### src/rtl/rom_sched_pkg.sv
// rtl/rom_sched_pkg.sv - shared types and constants for the rom_mem port scheduler
package rom_sched_pkg;

  typedef enum logic [1:0] {
    IDLE = 2'd0,
    ADDR = 2'd1,
    MEM  = 2'd2,
    DATA = 2'd3
  } state_t;

  // Cycles from rom_mem registering the address to mem_q being valid.
  localparam int MEM_LAT = 2;

endpackage

### src/rtl/rr_arb2.sv
// rtl/rr_arb2.sv - two-input round-robin arbiter with per-input mask
module rr_arb2 (
  input  logic       clock,
  input  logic       reset_n,
  input  logic [1:0] req,
  input  logic [1:0] mask,
  input  logic       update,
  output logic [1:0] grant
);

  logic       last_grant;
  logic [1:0] eligible;

  always_comb begin
    eligible = req & ~mask;
    grant    = 2'b00;
    case (eligible)
      2'b01:   grant = 2'b01;
      2'b10:   grant = 2'b10;
      // Tie goes to whichever port did not win last time.
      2'b11:   grant = last_grant ? 2'b01 : 2'b10;
      default: grant = 2'b00;
    endcase
  end

  always_ff @(posedge clock or negedge reset_n) begin
    if (!reset_n) begin
      last_grant <= 1'b1;
    end else if (update && (grant != 2'b00)) begin
      last_grant <= grant[1];
    end
  end

endmodule

### src/rtl/rom_mem_port_sched.sv
// rtl/rom_mem_port_sched.sv - shares one rom_mem port between a loader (P0) and a fetcher (P1)
module rom_mem_port_sched
  import rom_sched_pkg::*;
#(
  parameter int DATAWIDTH = 8,
  parameter int ADDRWIDTH = 14
) (
  input  logic                 clock,
  input  logic                 reset_n,
  input  logic                 p0_req,
  input  logic                 p0_we,
  input  logic [ADDRWIDTH-1:0] p0_addr,
  input  logic [DATAWIDTH-1:0] p0_wdata,
  output logic                 p0_ack,
  input  logic                 p1_req,
  input  logic                 p1_we,
  input  logic [ADDRWIDTH-1:0] p1_addr,
  input  logic [DATAWIDTH-1:0] p1_wdata,
  output logic                 p1_ack,
  output logic [DATAWIDTH-1:0] rdata,
  output logic                 busy,
  output logic [ADDRWIDTH-1:0] mem_addr,
  output logic [DATAWIDTH-1:0] mem_data,
  output logic                 mem_wren,
  input  logic [DATAWIDTH-1:0] mem_q
);

  state_t               state, state_nxt;
  logic                 we_q, we_nxt;
  logic                 sel_q, sel_nxt;
  logic [ADDRWIDTH-1:0] addr_nxt;
  logic [DATAWIDTH-1:0] data_nxt;
  logic [DATAWIDTH-1:0] rdata_nxt;
  logic                 wren_nxt;
  logic                 busy_nxt;
  logic                 ack0_nxt, ack1_nxt;
  logic [1:0]           grant;

  // A port is masked during its own ack cycle so a held req is not re-granted.
  rr_arb2 u_arb (
    .clock   (clock),
    .reset_n (reset_n),
    .req     ({p1_req, p0_req}),
    .mask    ({p1_ack, p0_ack}),
    .update  (state == IDLE),
    .grant   (grant)
  );

  always_comb begin
    state_nxt = state;
    we_nxt    = we_q;
    sel_nxt   = sel_q;
    addr_nxt  = mem_addr;
    data_nxt  = mem_data;
    rdata_nxt = rdata;
    wren_nxt  = 1'b0;
    busy_nxt  = busy;
    ack0_nxt  = 1'b0;
    ack1_nxt  = 1'b0;
    case (state)
      IDLE: begin
        if (grant != 2'b00) begin
          sel_nxt   = grant[1];
          we_nxt    = grant[1] ? p1_we    : p0_we;
          addr_nxt  = grant[1] ? p1_addr  : p0_addr;
          data_nxt  = grant[1] ? p1_wdata : p0_wdata;
          wren_nxt  = we_nxt;
          busy_nxt  = 1'b1;
          state_nxt = ADDR;
        end
      end
      ADDR: begin
        state_nxt = MEM;
      end
      MEM: begin
        state_nxt = DATA;
      end
      DATA: begin
        if (!we_q) begin
          rdata_nxt = mem_q;
        end
        ack0_nxt  = ~sel_q;
        ack1_nxt  = sel_q;
        busy_nxt  = 1'b0;
        state_nxt = IDLE;
      end
      default: begin
        state_nxt = IDLE;
        busy_nxt  = 1'b0;
      end
    endcase
  end

  always_ff @(posedge clock or negedge reset_n) begin
    if (!reset_n) begin
      state    <= IDLE;
      we_q     <= 1'b0;
      sel_q    <= 1'b0;
      mem_addr <= '0;
      mem_data <= '0;
      mem_wren <= 1'b0;
      rdata    <= '0;
      busy     <= 1'b0;
      p0_ack   <= 1'b0;
      p1_ack   <= 1'b0;
    end else begin
      state    <= state_nxt;
      we_q     <= we_nxt;
      sel_q    <= sel_nxt;
      mem_addr <= addr_nxt;
      mem_data <= data_nxt;
      mem_wren <= wren_nxt;
      rdata    <= rdata_nxt;
      busy     <= busy_nxt;
      p0_ack   <= ack0_nxt;
      p1_ack   <= ack1_nxt;
    end
  end

endmodule

### config.mk
export PLATFORM = sky130hd
export DESIGN_NAME = rom_mem_port_sched
export DESIGN_NICKNAME = d
export VERILOG_FILES = /design/src/rtl/rom_sched_pkg.sv /design/src/rtl/rr_arb2.sv /design/src/rtl/rom_mem_port_sched.sv
export SDC_FILE = /design/constraint.sdc
export NUM_CORES = 1
export LEC_CHECK = 0
export ABC_AREA = 1
export CORE_ASPECT_RATIO = 1.1
export CORE_MARGIN = 5
export CORE_UTILIZATION = 45
export CTS_CLUSTER_SIZE = 14
export DETAILED_ROUTE_END_ITERATION = 6
export DONT_BUFFER_PORTS = 1
export PLACE_DENSITY = 0.64
export SETUP_SLACK_MARGIN = 0.1
export SLEW_MARGIN = 10
export SYNTH_ARGS = -nofsm -noshare
export SYNTH_HDL_FRONTEND = slang
export SYNTH_SLANG_ARGS = --single-unit
### constraint.sdc
create_clock -name clock -period 1.35 [get_ports clock]
set_clock_uncertainty 0.1 [all_clocks]
set_input_delay 0.405 -clock clock [delete_from_list [all_inputs] [get_ports clock]]
set_output_delay 0.405 -clock clock [all_outputs]
set_load 0.05 [all_outputs]
After elaboration in Yosys (flattened, before gate mapping):

Index checks and enable logic that the tools add are counted.

* $add $sub $neg: 0
* multipliers: 0
* div/mod/pow operators: 0
* magnitude comparators: 0
* equal/unequal tests: 7
* shift operators: 0
* muxes and demuxes: 13
* bitwise operators: 4
* reduce and logical (&&, ||, !) cells: 7

Operator list (number)
* 2-to-1 mux 14 bit: 1
* == test 2 bit (second input constant): 4
* 2-to-1 mux 8 bit: 1
* one-hot mux 2 bit (4 select lines): 1
* 2-to-1 mux 1 bit: 6
* one-hot mux 2 bit (3 select lines): 1
* AND reduction 2 bit: 3
* == test 2 x 1 -> 1 bit (second input constant): 2
* 2-to-1 mux 2 bit: 2
* nonzero test 2 bit: 2
* bitwise AND 2 bit: 1
* logical NOT 2 bit: 1
* != test 2 bit (second input constant): 1
* NOT 1 bit: 2
* NOT 2 bit: 1
* one-hot mux 1 bit (2 select lines): 1
* logical AND 1 bit: 1

* bits in registers: 39
* latch bits: 0
* bits in writable memories: 0
* bits in read-only memories: 0
* input port bits: 58
* output and inout port bits: 34
* word-level logic and storage cells: 42
* memories kept: 0

Depth between registers and ports, before layout:

Gate-level depths: netlist of run 1.

* depth after elaboration: 7
* mapped depth: 8
* gate-level depth less buffers: 7

By module:

Synthesis of run 1 repeated with hierarchy kept, for this count alone.

* cells, all modules: 259
* area total of the unflattened synthesis: 1996.9 µm²

By module, submodules not included
* rom_mem_port_sched: times used 1, cells an instance 244, area an instance 1909.3 µm², seq. area each 950.9 µm²
* rr_arb2: times used 1, cells an instance 15, area an instance 87.6 µm², seq. area each 26.3 µm²

Worst setup path before layout of run 1:

No wires, ideal clock.

* kind: register to register
* start point: register p1_ack
* end point: register mem_data[2]
* library setup time: 118 ps
* arrival time: 1267 ps
* data required time: 1132 ps
* setup slack: -135 ps
* stages on the path, launching flop included: 9
* path buffers: 1
* period minus slack after synthesis: 1485 ps
* cells stage by stage: dfrtp_1 -> inv_1 -> nand2_1 -> nand2_2 -> nand2_4 -> inv_4 -> buf_6 -> nand3_2 -> nand2_1

* word-level cells in the longest chain between the ends: 6
* elaborated cells on any way between the ends: 9
* those cells by class: eq/ne: 3; mux: 2; bitwise: 2; reduce/logical: 2

Ends and longest elaborated chain
* from (decl): RTL line rom_mem_port_sched.sv:19 `output logic p1_ack,`
* from (signal assigned): RTL line rom_mem_port_sched.sv:116 `p1_ack <= ack1_nxt;`
* NOT 2 bit *: RTL line rr_arb2.sv:15 `eligible = req & ~mask;`
* bitwise AND 2 bit *: RTL line rr_arb2.sv:15
* == test 2 bit / == test 2 x 1 -> 1 bit (equally long branches): RTL line rr_arb2.sv:17 `case (eligible)`
* one-hot mux 2 bit (3 select lines) *: RTL line rr_arb2.sv:17
* nonzero test 2 bit: RTL line rom_mem_port_sched.sv:62 `if (grant != 2'b00) begin`
* AND reduction 2 bit (no source line)
* to (signal assigned): RTL line rom_mem_port_sched.sv:111 `mem_data <= data_nxt;`
* to (decl): RTL line rom_mem_port_sched.sv:23 `output logic [DATAWIDTH-1:0] mem_data,`

Every way passes the cells marked *; elsewhere a longest branch is shown, timed or not.
A chain may end at the register's enable or synchronous reset.

Worst setup path in the final report of run 1:

* start point: register state[1]
* end point: register rdata[1]

* word-level cells in the longest chain between the ends: 2

Ends and longest elaborated chain
* from (decl): RTL line rom_mem_port_sched.sv:28 `state_t state, state_nxt;`
* from (signal assigned): RTL line rom_mem_port_sched.sv:107 `state <= state_nxt;`
* == test 2 bit: RTL line rom_mem_port_sched.sv:60 `case (state)`
* AND reduction 2 bit (no source line)
* to (signal assigned): RTL line rom_mem_port_sched.sv:113 `rdata <= rdata_nxt;`
* to (decl): RTL line rom_mem_port_sched.sv:20 `output logic [DATAWIDTH-1:0] rdata,`

No other way between the ends.

==> impl_metrics.yaml, run 1 <==
synthesis:
  synthSimpleGateAreaFrac: 0.333
  synthAdderAreaFrac: 0.0227
  ys_seq_area_frac: 0.443
  synthTopCellsByArea: "dfrtp_1 43%, nand2_1 15%, inv_1 11%"
  yosysTopAreaCell: "dfrtp_1"
  ys.warnings.count: 0
  synth_xor_area_frac: 0
  synth_top_family_by_area: "simple AND/OR/NAND/NOR gates"
  syn_area_per_cell_um2: 7.98
  synthesis.area_um2: 2200
  synthMuxAreaShare: 0
  synth_cells: 276
  ys_ff_latch: 39
  synth_cell_types: 19
  netlist.area_leader.share: 0.432
  syn_nets: 338
  synth_compound_area_frac: 0.0386
power:
  ir_drop_v: 0.00142
  power_density_nw_per_um2: 2760
  power_uw: 9180
  leakage_uw: 0.00173
routing:
  vias: 1942
  drtIter0Drc: 85
  drtPass1Iterations: 4
  drt_wl_total_um: 6240
  avgViaCountPerCell: 5.14
  antenna_left: 0
  drcViolationCount: 0
  wire_per_inst_um: 16.5
timing:
  fin_setup_tns_ns: -0.617
  relSlewSlack: 0.801
  fin_crit_ns: 1.39
  setup_viol: 27
  setup_ws_ns: -0.0433
  hold_violations: 39
  drv_slew: 0
  tightest_slew_ns: 0.299
  finalCritPeriodShare: 1.03
  max_freq_mhz: 718
  hold_ws_ns: -0.299
  grt_setup_unrepaired: "true"
finish:
  nFillCells: 314
  drive_gt1_frac: 0.543
  layout_common_cells: "59 x inv_1, 56 x nand2_1, 35 x nand3_2"
  fin_nets: 383
  area.growth.synth_to_final_pct: 50.7
  layout_commonest_cell: "inv_1"
  post-route-util: 0.709
  n_antenna_cell: 0
  fin_area_um2: 3320
worst_setup_path:
  criticalPathCategory: "flop to flop"
  cp_slowest_cell: "dfrtp_1"
  end_kind: "flop"
  startpoint_type: "flop"
  cpPeakStageDelay_ns: 0.41
  crit_chain: "ha_2, inv_2, or2_4, buf_12, nand2_4, o21ai_4"
  worstPathRequired_ns: 1.42
  worst-path-max-fanout: 8
  crit_arrival_ns: 1.47
placed_design:
  gp_congestion: 0.734
  postPlaceCellArea_um2: 2410
  dp_hpwl_um: 3690
  io_buffer_count: 0
clock_tree:
  cts_tree: "yes"
  clockBufferDepth: 2
  cts_buffers: 5
  clk_latency_ns: 0.28
  clkTransAtPathRegs_ns: 0.08
  cts_root_buf: "clkbuf_8"
  clock_sinks: 39
  cts-htree-levels: 2
floorplan:
  die_area_um2: 6400
  io_pins: 92
  initial_core_util: 0.470
  die_w_um: 76.7
  core_um2: 4680
  die_y_um: 83.4
  fp-row-count: 26
grt:
  gr-usage-all-layers: 0.186
  grt_pass1_vias: 1989
  grt_pass1_wl_um: 9720
  antenna_found_initial: 0
  gr-total-overflow: 0
  grt_max_degree: 40
hold_path:
  hp-class: "primary input to asynchronous set/reset pin"
run_status:
  failed_checks: "negative hold slack, negative setup slack"
  outcome: "complete, but fails checks"
run:
  maxCapViolations: 0
[cell usage after synthesis]
cell type,number
o21ai_0,3
buf_6,6
nand2_2,1
nand3_1,27
inv_2,2
ha_1,4
nor2_4,1
nand2_4,2
inv_4,1
dfrtp_1,38
dfstp_2,1
or2_1,1
o21ai_2,8
inv_1,63
buf_2,2
buf_4,4
nor2_1,3
nand3_2,21
nand2_1,88
[critical path, delay by kind of cell (launching register included)]
kind            cells  cell delay, ns
buf+inv             2            0.20
flops               1            0.41
compound gates      1            0.04
fa+ha+maj           1            0.22
simple gates        2            0.31
[layout make-up]
cell class | count | area (um^2) | area share
Multi-Input combinational cell | 162 | 1200 | 0.363
Tap cell | 56 | 70.1 | 0.0211
Inverter | 66 | 253 | 0.0761
Sequential cell | 39 | 1010 | 0.303
Timing Repair Buffer | 47 | 687 | 0.207
Clock buffer | 8 | 100 | 0.0301
[metrics by stage]
step                      cells  worst slack (ns)  hold WS (ns)
after global placement      345          -0.00666        0.0106
after detailed placement    345           -0.0320        0.0105
after global routing        378           -0.0940        -0.307
after CTS                   373           -0.0508        -0.305
final                       378           -0.0433        -0.299
after floorplan             276           -0.0276       0.00941
[power by group]
| part | switching, uW | internal, uW |
|---|---|---|
| registers | 1570 | 1820 |
| logic | 2640 | 2290 |
| clock network | 395 | 467 |
| total | 4600 | 4570 |
[logic make-up (layout without fill, tap and decap cells)]
logic type / count (synthesis) / after routing
buf+inv: 78 / 121
fa+ha+maj: 4 / 4
flops: 39 / 39
compound gates: 11 / 11
simple gates: 144 / 147
[timing repair]
item,CTS,global route
buffers inserted,13,2
resized for setup,110,21
endpoints found under the setup margin,71,71
endpoints found under the hold margin,39,39
gates cloned,7,3
pin swaps,19,14
[registers in the layout, indices dropped and copies added (netlist names)]
name	count
mem_addr	14
rdata	8
busy	1
mem_data	8
p1_ack	1
state	2
u_arb.last_grant	1
mem_wren	1
p0_ack	1
sel_q	1
we_q	1
[routing by layer]
layer | share of wire | global-route usage | vias to the layer above
li1 | - | - | 921
met1 | 0.42 | 0.237 | 944
met2 | 0.50 | 0.314 | 69
met3 | 0.064 | 0.0455 | 8
met4 | 0.0098 | 0.0509 | 0
met5 | 0 | 0 | -
[path summary, 6_finish.rpt]
check	startpoint	endpoint	slack (ns)	depth (start not counted)
max reg2reg	state[1]	rdata[1]	-0.04	6
min in group clock	mem_q[3]	rdata[3]	0.15	2
min	reset_n	mem_addr[0]	-0.30	0
max	state[1]	rdata[1]	-0.04	6
min reg2reg	u_arb.last_grant	u_arb.last_grant	0.39	2
max in group asynchronous	reset_n	u_arb.last_grant	1.27	0
Note: power is estimated with default switching activity, not from simulation.
==> run 2: changes to the inputs <==
--- a/config.mk
+++ b/config.mk
@@ -6,13 +6,13 @@
 export NUM_CORES = 1
 export LEC_CHECK = 0
 export ABC_AREA = 1
-export CORE_ASPECT_RATIO = 1.1
+export CORE_ASPECT_RATIO = 0.5
 export CORE_MARGIN = 5
-export CORE_UTILIZATION = 45
+export CORE_UTILIZATION = 55
 export CTS_CLUSTER_SIZE = 14
 export DETAILED_ROUTE_END_ITERATION = 6
 export DONT_BUFFER_PORTS = 1
-export PLACE_DENSITY = 0.64
+export PLACE_DENSITY = 0.72
 export SETUP_SLACK_MARGIN = 0.1
 export SLEW_MARGIN = 10
 export SYNTH_ARGS = -nofsm -noshare
==> constraint.sdc (replaced) <==
create_clock -name clock -period 1.7 [get_ports clock]
set_clock_uncertainty 0.1 [all_clocks]
set_input_delay 0.51 -clock clock [delete_from_list [all_inputs] [get_ports clock]]
set_output_delay 0.51 -clock clock [all_outputs]
set_load 0.05 [all_outputs]
==> run 2 against run 1 <==
Effect of this change: the run now ends clean; wire length shrank 27%; critical path depth shrank 6; clock power fell by 32%; count of clock-buffer cells in the layout fell by 1; critical endpoint is now mem_addr[5]; setup slack better by 0.18 ns; hold slack improved by 0.56 ns; via count down 15%; sequential share of layout area grew 12 points; largest cell class is now sequential cells; largest power group is now sequential cells; total power decreased by 43%; global-route usage fell by 0.72 points.
==> impl_metrics.yaml, run 2 (synthesis gave the netlist of run 1 again) <==
finish:
  multi_input_area_um2: 868
  seq_area_um2: 977
  area.growth.synth_to_final_pct: 5.85
  fin_nets: 342
  top_register: "mem_addr"
  layout_commonest_cell: "nand2_1"
  nFillCells: 340
  layout_common_cells: "88 x nand2_1, 63 x inv_1, 38 x dfrtp_1"
  drive_gt1_frac: 0.185
  largest_reg_flops: 14
  top_regs: "mem_addr x14, mem_data x8, rdata x8"
  n_antenna_cell: 0
floorplan:
  die_w_um: 99.5
  core_um2: 3880
  die_area_um2: 5450
  io_pins: 92
  initial_core_util: 0.567
  fp-row-count: 16
  die_y_um: 54.8
clock_tree:
  cts_tree: "yes"
  cts_buffers: 5
  clock_sinks: 39
  clkTransAtPathRegs_ns: 0.08
  clk_latency_ns: 0.28
  post_cts_buffers: 0
  clockBufferDepth: 2
  cts-htree-levels: 2
  cts_root_buf: "clkbuf_8"
worst_setup_path:
  worst-path-max-fanout: 2
  crit_arrival_ns: 0.95
  worstPathRequired_ns: 1.09
  r2r_cells: 5
  end_kind: "output port"
  criticalPathCategory: "flop to output port"
  r2r-start: "state[1]"
  startpoint_type: "flop"
  startpoint: "mem_addr[5]"
  cp.depth: 0
routing:
  avgViaCountPerCell: 4.92
  vias: 1648
  drcViolationCount: 0
  drtIter0Drc: 62
  wire_per_inst_um: 13.7
  antenna_left: 0
  drt_wl_total_um: 4580
  drtPass1Iterations: 4
timing:
  max_freq_mhz: 641
  relSlewSlack: 0.663
  drv_slew: 0
  fin_setup_tns_ns: 0
  fin_crit_ns: 1.56
  finalCritPeriodShare: 0.917
  tightest_slew_ns: 0.506
  grt_setup_unrepaired: "false"
  hold_violations: 0
  hold_ws_ns: 0.262
  setup_viol: 0
run_status:
  outcome: "completed"
hold_path:
  hold_depth: 2
  hp-start: "mem_q[1]"
  hp-class: "primary input to flop"
placed_design:
  dp_hpwl_um: 3460
  io_buffer_count: 0
  gp_congestion: 0.811
grt:
  antenna_found_initial: 0
  grt_pass1_vias: 1672
  gr-total-overflow: 0
  gr-usage-all-layers: 0.179
  grt_pass1_wl_um: 7520
  grt_max_degree: 40
power:
  ir_drop_v: 0.00110
  leakage_uw: 0.00137
  power_density_nw_per_um2: 2230
run:
  maxCapViolations: 0
==> run 2: layer usage <==
| layer | global-route usage | share of wire | up-vias |
|---|---|---|---|
| met5 | 0 | 0 | - |
| met4 | 0.0476 | 0.0022 | 0 |
| met3 | 0.0789 | 0.10 | 2 |
| met2 | 0.312 | 0.47 | 69 |
| met1 | 0.208 | 0.42 | 752 |
| li1 | - | - | 825 |
==> run 2: metrics by stage <==
step / cells / utilization / area [um^2] / worst slack, ns / power, uW
2_1_floorplan: 276 / - / 2200 / 0.215 / 4330
3_3_place_gp: 325 / 0.571 / 2220 / 0.167 / 4520
3_5_place_dp: 325 / 0.571 / 2220 / 0.0633 / 4600
4_1_cts: 335 / 0.599 / 2330 / 0.126 / 5230
5_1_grt: 335 / 0.601 / 2330 / 0.107 / 5540
6_report: 335 / 0.601 / 2330 / 0.140 / 5190
==> run 2: final cells by class <==
cell class | count | share of cell area
flip-flops and latches | 39 | 0.419
inverters | 66 | 0.109
multi-input cells | 159 | 0.372
clock inverters | 1 | 0.00215
well taps | 54 | 0.0290
repair buffers | 9 | 0.0354
clock buffers | 7 | 0.0327
==> run 2: worst paths after layout <==
path / endpoint / slack [ns]
worst max register to register: rdata[4] / 0.19
worst min-delay path: rdata[1] / 0.26
worst max-delay path: mem_addr[5] / 0.14
min in group asynchronous: mem_data[7] / 0.57
worst min register to register: u_arb.last_grant / 0.39
max in group asynchronous: u_arb.last_grant / 0.67
==> run 2: timing repair <==
item	in CTS	in global routing
hold endpoints to repair	39	0
gates resized for setup	1	2
hold buffers	2	0
setup endpoints to repair	8	24
==> run 2: report_power, final <==
group / leakage (uW) / switching, uW / internal, uW / total [uW]
registers: 0.000478 / 1660 / 1370 / 3040
logic: 0.000846 / 1020 / 544 / 1570
clock network: 0.0000422 / 302 / 288 / 589
total: 0.00137 / 2990 / 2210 / 5190
==> run 3: changes to the inputs <==
--- a/config.mk
+++ b/config.mk
@@ -8,11 +8,10 @@
 export ABC_AREA = 1
 export CORE_ASPECT_RATIO = 0.5
 export CORE_MARGIN = 5
-export CORE_UTILIZATION = 55
+export CORE_UTILIZATION = 46
 export CTS_CLUSTER_SIZE = 14
 export DETAILED_ROUTE_END_ITERATION = 6
-export DONT_BUFFER_PORTS = 1
-export PLACE_DENSITY = 0.72
+export PLACE_DENSITY = 0.87
 export SETUP_SLACK_MARGIN = 0.1
 export SLEW_MARGIN = 10
 export SYNTH_ARGS = -nofsm -noshare
==> run 3 against run 2 <==
Effect of this change: sequential power fell by 36%; register-to-register slack got worse by 0.07 ns; largest cell class is now buffers; die area rose by 17%; global-route usage rose by 4.2 points; hold slack got worse by 0.20 ns; via count rose by 48%; critical endpoint is now rdata[0]; fmax fell by 1.2%; non-clock buffer count rose by 98; clock power rose by 42%; total power rose by 53%.
==> impl_metrics.yaml, run 3 (synthesis gave the netlist of run 1 again) <==
finish:
  layout_commonest_cell: "nand2_1"
  layout_common_cells: "85 x nand2_1, 63 x inv_1, 54 x clkdlybuf4s50_1"
  top_regs: "mem_addr x14, mem_data x8, rdata x8"
  fin_nets: 441
  drive_gt1_frac: 0.289
  area.growth.synth_to_final_pct: 74.3
  fin_area_um2: 3840
  final_cells: 446
  top_register: "mem_addr"
  largest_reg_flops: 14
  n_antenna_cell: 0
  nFillCells: 212
clock_tree:
  clkTransAtPathRegs_ns: 0.09
  cts-htree-levels: 2
  clockBufferDepth: 2
  cts_root_buf: "clkbuf_8"
  clock_sinks: 39
  cts_tree: "yes"
  cts_buffers: 5
  clk_latency_ns: 0.31
  cts_hold_buf: 0
routing:
  wire_per_inst_um: 19.5
  drtPass1Iterations: 5
  antenna_left: 0
  vias: 2432
  drt_wl_total_um: 8710
  avgViaCountPerCell: 5.45
  drtIter0Drc: 199
  drcViolationCount: 0
worst_setup_path:
  criticalPathCategory: "flop to flop"
  worstPathRequired_ns: 1.79
  crit_arrival_ns: 1.67
  crit_chain: "ha_1, inv_2, or2_2, nand2_1, o21ai_2"
  r2r_setup_slack_ns: 0.12
  cpPeakStageDelay_ns: 0.44
  end_kind: "flop"
  startpoint_type: "flop"
  cp_slowest_cell: "or2_2"
  worst-path-max-fanout: 16
floorplan:
  die_y_um: 58.9
  die_w_um: 108
  fp-row-count: 17
  io_pins: 92
  die_area_um2: 6360
  initial_core_util: 0.489
  core_um2: 4510
timing:
  setup_ws_ns: 0.122
  finalCritPeriodShare: 0.928
  setup_viol: 0
  max_freq_mhz: 634
  drv_slew: 0
  tightest_slew_ns: 0.518
  grt_setup_unrepaired: "false"
  fin_crit_ns: 1.58
  hold_ws_ns: 0.0634
  hold_violations: 0
  relSlewSlack: 0.655
grt:
  grt_max_degree: 24
  grt_pass1_vias: 2328
  gr-usage-all-layers: 0.221
  gr-total-overflow: 0
  antenna_found_initial: 0
  grt_pass1_wl_um: 10900
placed_design:
  postPlaceCellArea_um2: 3570
  dp.cells: 432
  post-place-ws_ns: -0.217
  io_buffer_count: 91
  gp_congestion: 0.863
  dp_hpwl_um: 5130
power:
  power_density_nw_per_um2: 2080
  leakage_uw: 0.00202
  ir_drop_v: 0.00138
run:
  maxCapViolations: 0
run_status:
  outcome: "completed"
hold_path:
  hp-class: "primary input to asynchronous set/reset pin"
-- run 3: path summary, 6_finish.rpt --
check | startpoint | to | cells after the start
worst min register to register | u_arb.last_grant | u_arb.last_grant | 2
worst max register to register | state[1] | rdata[0] | 5
worst max-delay path | state[1] | rdata[0] | 5
max in group asynchronous | reset_n | mem_addr[10] | 2
worst min-delay path | reset_n | mem_wren | 1
min in group clock | u_arb.last_grant | u_arb.last_grant | 2
-- run 3: timing repair --
item,in CTS,in global routing
cloned,0,3
resized for setup,2,19
pin swaps,0,4
setup endpoints to repair,10,22
endpoints found under the hold margin,0,0
buffers inserted,0,3
-- run 3: cell type report --
type                            count  area (um^2)  area share
Clock buffer                        6         82.6      0.0215
Tap cell                           66         82.6      0.0215
Clock inverter                      2         35.0     0.00912
Sequential cell                    39          977       0.254
Multi-Input combinational cell    160          948       0.247
Timing Repair Buffer              107         1460       0.381
Inverter                           66          250      0.0652
-- run 3: power by group --
part | internal (uW) | switching, uW
Clock | 475 | 361
Combinational | 2310 | 2890
Sequential | 1400 | 541
-- run 3: critical path: cells and delay by family (launching register included) --
kind                       cells  cell delay, ns
buffers and inverters          1            0.07
and+or+nand+nor                2            0.59
AOI/OAI and AO/OA              1            0.06
adders and majority gates      1            0.24
DFF                            1            0.41
-- run 3: per-stage QoR --
| stage | TNS [ns] | util | power, uW |
|---|---|---|---|
| 4_1_cts | 0 | 0.819 | 7640 |
| 3_3_place_gp | -3.05 | 0.792 | 6590 |
| 5_1_grt | 0 | 0.852 | 8270 |
| 3_5_place_dp | -4.55 | 0.792 | 6790 |
| 6_report | 0 | 0.852 | 7970 |
| 2_1_floorplan | 0 | - | 4330 |
-- run 3: routing by layer --
| layer | vias up | track usage | wire length (um) |
|---|---|---|---|
| li1 | 1024 | - | - |
| met1 | 1156 | 0.238 | 3070 |
| met2 | 181 | 0.432 | 4280 |
| met4 | 0 | 0.0665 | 606 |
| met3 | 71 | 0.0570 | 757 |
| met5 | - | 0 | 0 |
